`src/rtl/avg_pool2x2_layer.sv`:
```
// Streaming 2x2 average-pool downsampler, stride 2.
// Raster pixels in, one floored block mean out per 2x2 block.
module avg_pool2x2_layer #(
  parameter int IN_WIDTH   = 16,
  parameter int IN_HEIGHT  = 16,
  parameter int DATA_WIDTH = 16
) (
  input  logic                         clk,
  input  logic                         rst_n,
  input  logic                         valid_in,
  input  logic signed [DATA_WIDTH-1:0] data_in,
  output logic                         ready_out,
  output logic                         valid_out,
  output logic signed [DATA_WIDTH-1:0] data_out
);

  localparam int HW = IN_WIDTH / 2;
  localparam int CW = $clog2(IN_WIDTH);
  localparam int RW = $clog2(IN_HEIGHT);
  localparam int IW = (HW > 1) ? $clog2(HW) : 1;
  localparam int LW = DATA_WIDTH + 1;
  localparam int SW = DATA_WIDTH + 2;

  typedef enum logic [1:0] {
    ROW_EVEN,
    ROW_ODD,
    FRAME_END
  } state_e;

  state_e state_q, state_d;

  logic [CW-1:0] col_q, col_d;
  logic [RW-1:0] row_q, row_d;

  logic signed [DATA_WIDTH-1:0] hold_q, hold_d;
  logic signed [DATA_WIDTH-1:0] data_q, data_d;

  logic ready_q, ready_d;
  logic valid_q, valid_d;

  logic signed [LW-1:0] linebuf_q [HW];

  logic                 lb_we;
  logic [IW-1:0]        lb_idx;
  logic signed [LW-1:0] lb_wdata;
  logic signed [LW-1:0] lb_rdata;
  logic signed [SW-1:0] sum;

  logic accept;
  logic col_last;
  logic row_last;
  logic col_odd;

  assign accept   = valid_in && ready_q;
  assign col_last = (col_q == CW'(IN_WIDTH - 1));
  assign row_last = (row_q == RW'(IN_HEIGHT - 1));
  assign col_odd  = col_q[0];
  assign lb_idx   = IW'(col_q >> 1);
  assign lb_rdata = linebuf_q[lb_idx];

  // Pair sums keep one guard bit, block sums two, so nothing wraps.
  assign lb_wdata = {hold_q[DATA_WIDTH-1], hold_q}
                  + {data_in[DATA_WIDTH-1], data_in};

  assign sum = {{2{hold_q[DATA_WIDTH-1]}}, hold_q}
             + {{2{data_in[DATA_WIDTH-1]}}, data_in}
             + {lb_rdata[LW-1], lb_rdata};

  always_comb begin
    state_d = state_q;
    col_d   = col_q;
    row_d   = row_q;
    hold_d  = hold_q;
    data_d  = data_q;
    valid_d = 1'b0;
    lb_we   = 1'b0;

    unique case (state_q)
      ROW_EVEN, ROW_ODD: begin
        if (accept) begin
          col_d = col_last ? '0 : col_q + 1'b1;

          unique case (1'b1)
            !col_odd: hold_d = data_in;
            col_odd && (state_q == ROW_EVEN): lb_we = 1'b1;
            col_odd && (state_q == ROW_ODD): begin
              valid_d = 1'b1;
              data_d  = DATA_WIDTH'(sum >>> 2);
            end
            default: ;
          endcase

          if (col_last) begin
            if (state_q == ROW_EVEN) begin
              state_d = ROW_ODD;
              row_d   = row_q + 1'b1;
            end else if (row_last) begin
              state_d = FRAME_END;
            end else begin
              state_d = ROW_EVEN;
              row_d   = row_q + 1'b1;
            end
          end
        end
      end
      FRAME_END: begin
        state_d = ROW_EVEN;
        row_d   = '0;
        col_d   = '0;
      end
      default: state_d = ROW_EVEN;
    endcase

    ready_d = (state_d != FRAME_END);
  end

  always_ff @(posedge clk or negedge rst_n) begin
    if (!rst_n) begin
      state_q <= ROW_EVEN;
      col_q   <= '0;
      row_q   <= '0;
      hold_q  <= '0;
      data_q  <= '0;
      ready_q <= 1'b0;
      valid_q <= 1'b0;
    end else begin
      state_q <= state_d;
      col_q   <= col_d;
      row_q   <= row_d;
      hold_q  <= hold_d;
      data_q  <= data_d;
      ready_q <= ready_d;
      valid_q <= valid_d;
    end
  end

  // Rewritten on every even row before being read, so no reset.
  always_ff @(posedge clk) begin
    if (lb_we) begin
      linebuf_q[lb_idx] <= lb_wdata;
    end
  end

  assign ready_out = ready_q;
  assign valid_out = valid_q;
  assign data_out  = data_q;

endmodule

```
`config.mk`:
```
export PLATFORM = sky130hd
export DESIGN_NAME = avg_pool2x2_layer
export DESIGN_NICKNAME = d
export VERILOG_FILES = /design/src/rtl/avg_pool2x2_layer.sv
export SDC_FILE = /design/constraint.sdc
export NUM_CORES = 1
export LEC_CHECK = 0
export CORE_ASPECT_RATIO = 0.9
export CORE_MARGIN = 2
export CORE_UTILIZATION = 30
export CTS_CLUSTER_SIZE = 28
export DETAILED_ROUTE_END_ITERATION = 12
export SYNTH_ARGS = -nofsm -noshare
export SYNTH_HDL_FRONTEND = slang
export SYNTH_SLANG_ARGS = --single-unit
export TNS_END_PERCENT = 100
```
`constraint.sdc`:
```
create_clock -name clk -period 3.8 [get_ports clk]
set_clock_uncertainty 0.1 [all_clocks]
set_input_delay 0.38 -clock clk [delete_from_list [all_inputs] [get_ports clk]]
set_output_delay 0.38 -clock clk [all_outputs]
set_load 0.05 [all_outputs]
```
==> summary.md, run 1 <==
| Metric | Value |
|---|---|
| Buffers and inverters on the worst path | 1 |
| Routability cong. | 0.8272 |
| Max Clock Freq | ~270 MHz |
| Area of the multi-input gates | approximately 0.0033 mm² |
| Initial core utilization | 0.3030 |
| Status | completed |
| Largest area contributor in the netlist | edfxtp_1 |
| Post-DP HPWL | ~13,000 µm |
| CP Capture Type | flip-flop |
| Nets | approximately 790 |
| FF-to-FF Start | col_q[3] |
| H-tree lvl count | 4 |
| Vias after detailed routing | 5,453 |
| Die Area | 0.02943 mm² |
| RSZ-0062 raised after global routing | true |
| Io pins | 37 |
| Crit path capture | data_out[12] |
| Final Worst Setup Slack | approximately 0.029 ns |
| Wire per inst | around 18 µm |
| Detailed Routing Iterations Pass 1 | 6 |
| TritonCTS buffer count | 17 |
| Share of cells above drive strength 1 | 0.2112 |
| Leading cell type in the layout, fill and taps excluded | edfxtp_1 |
| Final setup TNS | 0 ns |
| Library cells used by synthesis | between 50 and 60 |
| Crit Reg-Reg Endpoint | data_out[12] |
| Critical path class | flip-flop to flip-flop |
| Slowest-stage cell, CP | fa_1 |
| Syn Nets | 691 |
| Max-slew violations | 0 |
| Ys flop type | edfxtp_1 |
| Main area contributors after synthesis | edfxtp_1 48%, dfrtp_1 13%, a22oi_1 5.7%, ha_1 4.9%, fa_1 4.3% |
| Critical Path RT | between 3 and 4 ns |
| Dpl ws | -0.1233 ns |
| Die Width | ~180 µm |
| Yosys reg bits | 180 |
| Layout fillers | 2,623 |
| Least-Margin Pin Slew | 1.051 ns |
| Critical path startpoint | col_q[3] |
| Core Area | about 0.028 mm² |
| Initial DRC Count | about 370 |
| ANT cells | 0 |
| Slew HR | 0.2994 |
| Cell Chain, Critical Path | nor2b_4 > and2_4 > buf_12 > a22oi_2 > nand4_1 > fa_1 > ha_1 > and3b_2 > a221o_1 > a31oi_4 > o211ai_1 > o211ai_1 > mux2i_1 > o311ai_1 |
| Area grow syn2layout | 24.50% |
| Reg area | just over 0.005 mm² |
| ANT nets after route | 0 |
| Final setup viols | 0 |
| Cell Rows | 58 |
| Max FO, Critical Path | 13 |
| Max clock buf depth | 2 |
| CTS root buf | clkbuf_16 |
| Worst setup SP type | flip-flop |
| CTS tree | done |
| Clk_lat worst skew | approximately 0.42 ns |
| Vias in the first global route | roughly 5,400 |
| Max VDD drop | between 0.0004 and 0.0005 V |
| Clock-pin slew on the worst setup and hold paths | approximately 0.070 ns |
| Power density cells | approximately 980 mW/mm² |
| Vias/cell | around 5.0 |
| Synth Warn # | 0 |
| CTS sink count | 180 |
| All-Layer GR Usage | 0.1354 |
| Hold-fix buffers, CTS | 0 |
| Sequential fraction of the synthesis area | 0.6158 |
| Max incr delay on CP | roughly 0.5 ns |
| Final min period | approximately 3.8 ns |
| Maxcap violations | 0 |
| First-pass GRT wire length | about 30,000 µm |
| Drt drc | 0 |
| Final Cycle Share | 0.9925 |
| Die Y | between 150 and 200 µm |
| Post-synth EDFFs | between 100 and 150 |
| Hold Fails Final Rpt | 0 |
| Detailed Route WL | 19,440 µm |
| Worst R2R Setup Slack | 0.03 ns |
| Hold Slack | around 0.039 ns |
| Cells after synthesis | 621 |
| GRT overflow | 0 |
| Worst r2r path cells | 14 |
| Hold Crit Class | input port to async pin |
| Static Leakage | ~3.8 nW |
| Top cell type's share of synthesized area | 0.4850 |
| Asr flop ratio synth | 0.2444 |
| PortBufs | 36 |
| CP Data Arrival Time | 3.96 ns |
| Most used cell, CP | o211ai_1 |
| Initial antenna violation count | 0 |
| Post-Syn Area per Cell | around 14 µm² |
| Critical path depth in cells | 14 |
| Synth Cell Area | about 0.0084 mm² |
| CP top delay family | compound AO/OA/AOI/OAI gates |
| Most frequent cells in the layout | 136 x edfxtp_1, 56 x a22oi_1, 49 x buf_4, 41 x dfrtp_1 |
| Largest net degree at the start of global routing | 45 |
==> layout make-up <==
| class | count | share of cell area |
|---|---|---|
| Tap cell | 360 | 0.04296 |
| Inverter | 19 | 0.006803 |
| Clock inverter | 15 | 0.01659 |
| Timing Repair Buffer | 96 | 0.08665 |
| Sequential cell | 180 | 0.4949 |
| Multi-Input combinational cell | 402 | 0.3115 |
| Clock buffer | 17 | 0.04058 |
==> worst min path at each step <==
stage | startpoint | to | slack, ns
finish | rst_n | row_q[3] | 0.04
global route | rst_n | row_q[3] | 0.13
CTS | rst_n | row_q[3] | 0.07
detailed placement | data_out[1] | data_out[1] | 0.37
global placement | data_out[7] | data_out[7] | 0.36
floorplan | rst_n | col_q[0] | -0.02
==> cell families (layout without fill, tap and decap cells) <==
family                     after synthesis  in the layout  share of synthesized area
adders and majority gates               51             51                    0.09183
DFF                                    180            180                     0.6158
xor gates and xnor gates                26             26                    0.02704
AOI/OAI and AO/OA                      171            171                     0.1377
buffers and inverters                   39            147                    0.01828
muxes                                   24             24                    0.03343
and+or+nand+nor                        130            130                    0.07593
==> cell usage after synthesis, types with 2 or more instances <==
library cell,number
nand4_1,19
mux2i_1,3
a21o_1,6
o41ai_1,2
a211oi_1,4
nor2_1,34
mux2_1,3
nor3b_1,3
and2_1,3
a31oi_1,4
o21bai_1,5
nor2b_1,3
nand3_1,3
dfrtp_1,44
xor2_1,7
nand2_1,37
o21ai_0,34
nor3_1,7
clkbuf_1,19
o211ai_1,4
xnor2_1,19
o31ai_1,4
edfxtp_1,136
and3_1,5
or3_1,5
nand2b_1,3
mux2_2,16
a21boi_0,2
nor4_1,2
fa_1,18
a21oi_1,27
o21ai_1,2
a22oi_1,64
ha_1,33
inv_1,19
==> where the power goes <==
part	leakage, nW	internal [mW]	switching [mW]
clock	0.293	0.989	0.785
combinational	1.72	2.51	3.20
sequential	1.77	2.65	0.154
total	3.79	6.15	4.14
==> metrics by stage <==
stage                     utilization  area [µm²]  power [mW]  std cells
after floorplan                     -        8453       6.368        621
after global placement         0.3450        9588       7.920       1038
after detailed placement       0.3450        9588       7.984       1038
after CTS                      0.3713       10320       10.01       1080
after global routing           0.3772       10480       11.05       1089
final                          0.3772       10480       10.29       1089
==> layer usage <==
| metal | vias up | wire length (µm) | GRT usage |
|---|---|---|---|
| met2 | 139 | 8952 | 0.2108 |
| met3 | 24 | 870 | 0.02773 |
| met4 | 0 | 327 | 0.04142 |
| met1 | 2710 | 9288 | 0.1909 |
| li1 | 2580 | - | - |
| met5 | - | 0 | 0 |
==> flip-flops by register name (all words and copies together), names as in the netlist <==
signal	count
state_q	2
ready_out	1
linebuf_q	136
valid_out	1
hold_q	16
data_out	16
row_q	4
col_q	4
==> what timing repair did <==
item	4_1_cts	5_1_grt
pin swaps	11	24
setup buffers	10	9
resized for setup	17	29
hold endpoints to repair	0	0
setup endpoints to repair	4	9
No activity file was read; power rests on OpenSTA's default activity.
==> inputs of run 2 (changes only) <==
--- a/config.mk
+++ b/config.mk
@@ -10,6 +10,7 @@
 export CORE_UTILIZATION = 30
 export CTS_CLUSTER_SIZE = 28
 export DETAILED_ROUTE_END_ITERATION = 12
+export MAX_ROUTING_LAYER = met4
 export SYNTH_ARGS = -nofsm -noshare
 export SYNTH_HDL_FRONTEND = slang
 export SYNTH_SLANG_ARGS = --single-unit
==> run 2 against run 1 <==
  * Routed wire length decreased by 0.31%
  * Register-to-register slack improved by 0.04 ns
  * Sequential power is essentially flat
  * Critical endpoint unchanged
  * Combinational power about the same
  * Critical path type unchanged
==> summary.md, run 2 (synthesis gave the netlist of run 1 again) <==
| Metric | Value |
|---|---|
| Status | completed |
| Die Width | 180.6 µm |
| Hold Crit Class | input port to async pin |
| Max-slew violations | 0 |
| Layout fillers | around 2,600 |
| Gate power share | 0.555 |
| Most frequent cells in the layout | 136 x edfxtp_1, 56 x a22oi_1, 49 x buf_4, 41 x dfrtp_1 |
| Detailed Routing Iterations Pass 1 | 4 |
| Die Area | around 0.03 mm² |
| Net Switching | between 4 and 5 mW |
| Core Area | approximately 0.028 mm² |
| Final setup viols | 0 |
| All-Layer GR Usage | 0.1393 |
| Static Leakage | roughly 3.8 nW |
| Final setup TNS | 0 ns |
| CTS tree | done |
| Vias after detailed routing | around 5,400 |
| Max reg flops | 136 |
| Nets | roughly 790 |
| Clk network pwr share | 0.172 |
| Power density cells | roughly 1000 mW/mm² |
| Post-DP HPWL | 13,120 µm |
| Critical path startpoint | col_q[3] |
| Worst setup SP type | flip-flop |
| Routability cong. | 0.8397 |
| Detailed Route WL | slightly below 20,000 µm |
| FF-to-FF Start | col_q[3] |
| Max incr delay on CP | roughly 0.50 ns |
| Largest register by flop count | linebuf_q |
| Drt drc | 0 |
| Initial core utilization | 0.3030 |
| ANT nets after route | 0 |
| GRT overflow | 0 |
| Post-route core utilization | 0.3772 |
| Initial DRC Count | 366 |
| Hold-fix buffers, CTS | 0 |
| Vias/cell | between 4 and 5 |
| Cell Rows | 58 |
| Slowest-stage cell, CP | fa_1 |
| Int Pwr | a little over 6 mW |
| Most used cell, CP | o211ai_1 |
| Worst r2r path cells | 14 |
| Area grow syn2layout | 24.50% |
| Buffers and inverters on the worst path | 1 |
| Vias in the first global route | about 5,400 |
| Maxcap violations | 0 |
| CP Capture Type | flip-flop |
| CTS sink count | 180 |
| Worst R2R Setup Slack | approximately 0.073 ns |
| Cell Chain, Critical Path | nor2b_4 > and2_4 > buf_12 > a22oi_2 > nand4_1 > fa_1 > ha_1 > and3b_2 > a221o_1 > a31oi_4 > o211ai_1 > o211ai_1 > mux2i_1 > o311ai_1 |
| Die Y | approximately 160 µm |
| Initial antenna violation count | 0 |
| Critical Path RT | 3.99 ns |
| Wire per inst | approximately 18 µm |
| CP Data Arrival Time | 3.91 ns |
| First-pass GRT wire length | ~30,000 µm |
| Io pins | 37 |
| Max Clock Freq | ~270 MHz |
| Max clock buf depth | 2 |
| Slew HR | 0.3088 |
| Largest net degree at the start of global routing | 45 |
| Leading cell type in the layout, fill and taps excluded | edfxtp_1 |
| Sw frac | 0.4024 |
| PortBufs | 36 |
| Max FO, Critical Path | 13 |
| RSZ-0062 raised after global routing | true |
| CTS root buf | clkbuf_16 |
| PnR Total Power | between 10 and 15 mW |
| Final Cycle Share | 0.9809 |
| Max VDD drop | between 0.0003 and 0.0004 V |
| Clock-pin slew on the worst setup and hold paths | around 0.070 ns |
| Hold Fails Final Rpt | 0 |
| Cell area after placement | between 0.009 and 0.01 mm² |
| Least-Margin Pin Slew | between 1 and 1.5 ns |
| Design Area, Final | roughly 0.010 mm² |
| Final min period | ~3.7 ns |
| Critical path class | flip-flop to flip-flop |
| Share of cells above drive strength 1 | 0.2112 |
| ANT cells | 0 |
| CP top delay family | compound AO/OA/AOI/OAI gates |
| Share of power burned in registers | 0.272 |
| H-tree lvl count | 4 |
| Crit Reg-Reg Endpoint | data_out[12] |
| TritonCTS buffer count | 17 |
| Clk_lat worst skew | roughly 0.42 ns |
## run 2: cell counts in the layout (fill, tap and decap cells not counted)
No cell type changed its count.
## run 2: worst reg2reg max path, stage by stage (launching register included)
cell and delay, ns:
dfrtp_2 0.45, nor2b_4 0.15, and2_4 0.17, buf_12 0.15
a22oi_2 0.16, nand4_1 0.22, fa_1 0.50, ha_1 0.32
and3b_2 0.21, a221o_1 0.33, a31oi_4 0.21, o211ai_1 0.15
o211ai_1 0.16, mux2i_1 0.22, o311ai_1 0.11
## run 2: metrics by stage
step | setup slack (ns) | instances | hold WS, ns
6_report | 0.07252 | 1089 | 0.03706
5_1_grt | -0.07900 | 1089 | 0.1290
4_1_cts | 0.001303 | 1080 | 0.07461
3_5_place_dp | -0.1233 | 1038 | 0.3689
3_3_place_gp | -0.06601 | 1038 | 0.3605
2_1_floorplan | 0.03868 | 621 | -0.01559
## run 2: final cells by class
type / count / area, µm² / share of cell area
clock buffer: 17 / 425.4 / 0.04058
clock inverter: 15 / 173.9 / 0.01659
inverter: 19 / 71.32 / 0.006803
multi-input combinational: 402 / 3266 / 0.3115
sequential: 180 / 5189 / 0.4949
tap: 360 / 450.4 / 0.04296
timing repair buffer: 96 / 908.4 / 0.08665
## run 2: timing repair
| item | 4_1_cts | 5_1_grt |
|---|---|---|
| buffers inserted | 10 | 9 |
| endpoints found under the hold margin | 0 | 0 |
| endpoints found under the setup margin | 4 | 9 |
| gates resized for setup | 17 | 29 |
| pin swaps | 11 | 24 |
## run 2: power by group through the flow
stage               combinational [mW]  sequential (mW)  clock (mW)
finish                            5.71             2.80        1.77
global route                      6.32             2.84        1.89
CTS                               5.40             2.80        1.81
detailed placement                5.14             2.84           0
global placement                  5.09             2.83           0
floorplan                         3.33             3.04           0
## run 2: worst max-delay path by stage
| stage | to | slack (ns) | depth (start not counted) |
|---|---|---|---|
| global placement | data_out[14] | -0.07 | 14 |
| global route | data_out[12] | -0.08 | 13 |
| finish | data_out[12] | 0.07 | 14 |
| CTS | data_out[12] | 0.001 | 14 |
| detailed placement | data_out[14] | -0.12 | 14 |
| floorplan | data_out[12] | 0.04 | 16 |
## run 2: per-layer routing
metal / vias to the layer above / routed length (µm) / share of wire / global-route usage
met5: - / 0 / 0 / -
met4: 0 / 261 / 0.013 / 0.04142
met3: 17 / 945 / 0.049 / 0.02706
met2: 143 / 8930 / 0.46 / 0.2111
met1: 2691 / 9241 / 0.48 / 0.1906
li1: 2585 / - / - / -
==> inputs of run 3 (changes only) <==
--- a/config.mk
+++ b/config.mk
@@ -5,7 +5,6 @@
 export SDC_FILE = /design/constraint.sdc
 export NUM_CORES = 1
 export LEC_CHECK = 0
-export CORE_ASPECT_RATIO = 0.9
 export CORE_MARGIN = 2
 export CORE_UTILIZATION = 30
 export CTS_CLUSTER_SIZE = 28
==> run 3 against run 2 <==
  * Flip-flop and latch count stayed put
  * Sequential power hardly changed
  * Highest routed layer unchanged
  * Setup slack worse by 0.011 ns
  * Clock power is 5% higher
  * Global-route usage is 0.14 points lower
  * Hold slack worse by 0.011 ns
  * Fmax is 0.29% lower
  * Via count is 0.26% higher
  * Count of clock-buffer cells in the layout stayed put
  * First-iteration DRC count is 56% higher
  * Non-clock buffer count is 9 higher
  * Largest cell class unchanged
==> summary.md, run 3 (synthesis gave the netlist of run 1 again) <==
| Metric | Value |
|---|---|
| TritonCTS buffer count | 17 |
| Hold Fails Final Rpt | 0 |
| Detailed Routing Iterations Pass 1 | 4 |
| PortBufs | 36 |
| GRT overflow | 0 |
| Largest net degree at the start of global routing | 45 |
| Power density cells | a little under 1000 mW/mm² |
| First-pass GRT wire length | between 20,000 and 30,000 µm |
| Clk_lat worst skew | 0.42 ns |
| Max-slew violations | 0 |
| Finished Layout Cells | approximately 1,100 |
| Final setup TNS | 0 ns |
| Inst Count DP | 1,069 |
| ANT cells | 0 |
| Max VDD drop | around 0.00035 V |
| Vias after detailed routing | roughly 5,500 |
| Detailed Route WL | approximately 19,000 µm |
| Initial DRC Count | between 500 and 600 |
| Clock-pin slew on the worst setup and hold paths | 0.07 ns |
| Slew HR | 0.3308 |
| Worst r2r path cells | 15 |
| Crit Reg-Reg Endpoint | data_out[12] |
| Leading cell type in the layout, fill and taps excluded | edfxtp_1 |
| Critical path class | flip-flop to flip-flop |
| ANT nets after route | 0 |
| All-Layer GR Usage | 0.1379 |
| Core Area | around 0.028 mm² |
| CTS tree | done |
| Maxcap violations | 0 |
| FF-to-FF Start | col_q[2] |
| Io pins | 37 |
| Routability cong. | 0.8235 |
| Max clock buf depth | 2 |
| Max Clock Freq | between 200 and 300 MHz |
| Max reg flops | 136 |
| Largest register by flop count | linebuf_q |
| Worst setup SP type | flip-flop |
| Final Cycle Share | 0.9838 |
| Post-DP HPWL | roughly 13,000 µm |
| Initial core utilization | 0.3039 |
| Die Y | around 170 µm |
| Final min period | about 3.7 ns |
| Max FO, Critical Path | 8 |
| Hold-fix buffers, CTS | 0 |
| Vias/cell | approximately 4.9 |
| CP Data Arrival Time | approximately 4 ns |
| Wire per inst | 17.13 µm |
| Static Leakage | 3.841 nW |
| CTS sink count | 180 |
| Area grow syn2layout | 25.41% |
| Cell Rows | between 60 and 70 |
| Most frequent cells in the layout | 136 x edfxtp_1, 59 x a22oi_1, 57 x buf_4, 41 x dfrtp_1, 37 x nand2_1 |
| Die Width | about 170 µm |
| Status | completed |
| Share of cells above drive strength 1 | 0.2100 |
| Final setup viols | 0 |
| CP Capture Type | flip-flop |
| Nets | slightly below 800 |
| CTS root buf | clkbuf_16 |
| Critical path startpoint | col_q[2] |
| Worst R2R Setup Slack | 0.06 ns |
| Hold Crit Class | input port to async pin |
| Die Area | a little under 0.03 mm² |
| Critical Path RT | 3.99 ns |
| Vias in the first global route | 5,357 |
| Initial antenna violation count | 0 |
| Least-Margin Pin Slew | 1.004 ns |
| Drt drc | 0 |
| Layout fillers | approximately 2,600 |
| RSZ-0062 raised after global routing | true |
| H-tree lvl count | 4 |
-- run 3: area by class of cell --
cell class	instances	area, µm²	area share
clock buffers	17	425.4	0.04028
clock inverters	15	209.0	0.01979
inverters	19	71.32	0.006754
multi-input cells	402	3217	0.3046
flip-flops and latches	180	5189	0.4914
well taps	378	473.0	0.04479
repair buffers	105	975.9	0.09242
-- run 3: how the worst max path moves through the flow --
stage                   endpoint  depth (start not counted)
finish              data_out[12]                         15
global placement    data_out[14]                         14
floorplan           data_out[12]                         16
CTS                 data_out[12]                         14
global route        data_out[12]                         15
detailed placement  data_out[14]                         14
-- run 3: power breakdown --
part	leakage [nW]	total, mW	internal, mW	switching [mW]
combinational	1.76	5.55	2.48	3.07
sequential	1.77	2.80	2.65	0.154
clock	0.305	1.86	1.06	0.796
-- run 3: metal layers --
layer | track usage | share of wire | vias up
met1 | 0.1779 | 0.47 | 2675
met5 | - | 0 | -
met3 | 0.03106 | 0.045 | 26
li1 | - | - | 2605
met4 | 0.04495 | 0.016 | 0
met2 | 0.2160 | 0.47 | 144
-- run 3: repair_timing --
item / in CTS / in global routing
setup buffers: 0 / 14
resized for setup: 4 / 31
setup endpoints to repair: 2 / 9
cloned: 0 / 2
pin swaps: 1 / 17
-- run 3: per-stage QoR --
stage	hold slack, ns	total power [mW]	cell area, µm²	util	worst slack, ns
2_1_floorplan	-0.01559	6.368	8453	-	0.03868
3_3_place_gp	0.3606	7.980	9671	0.3490	-0.01446
3_5_place_dp	0.3673	8.021	9671	0.3490	-0.04080
4_1_cts	0.06242	9.927	10320	0.3724	0.01502
5_1_grt	0.1080	10.98	10560	0.3812	-0.09285
6_report	0.02576	10.21	10560	0.3812	0.06156
-- run 3: critical path, stage by stage (launching register included) --
cell      delay [ns]
dfrtp_2         0.44
buf_6           0.13
nor2b_4         0.03
and2_4          0.18
buf_4           0.15
a22oi_1         0.17
nand4_1         0.28
fa_1            0.47
ha_1            0.20
a21oi_1         0.15
nor2_1          0.08
o41a_1          0.40
or3_1           0.35
o211ai_1        0.12
mux2i_1         0.22
o311ai_1        0.11
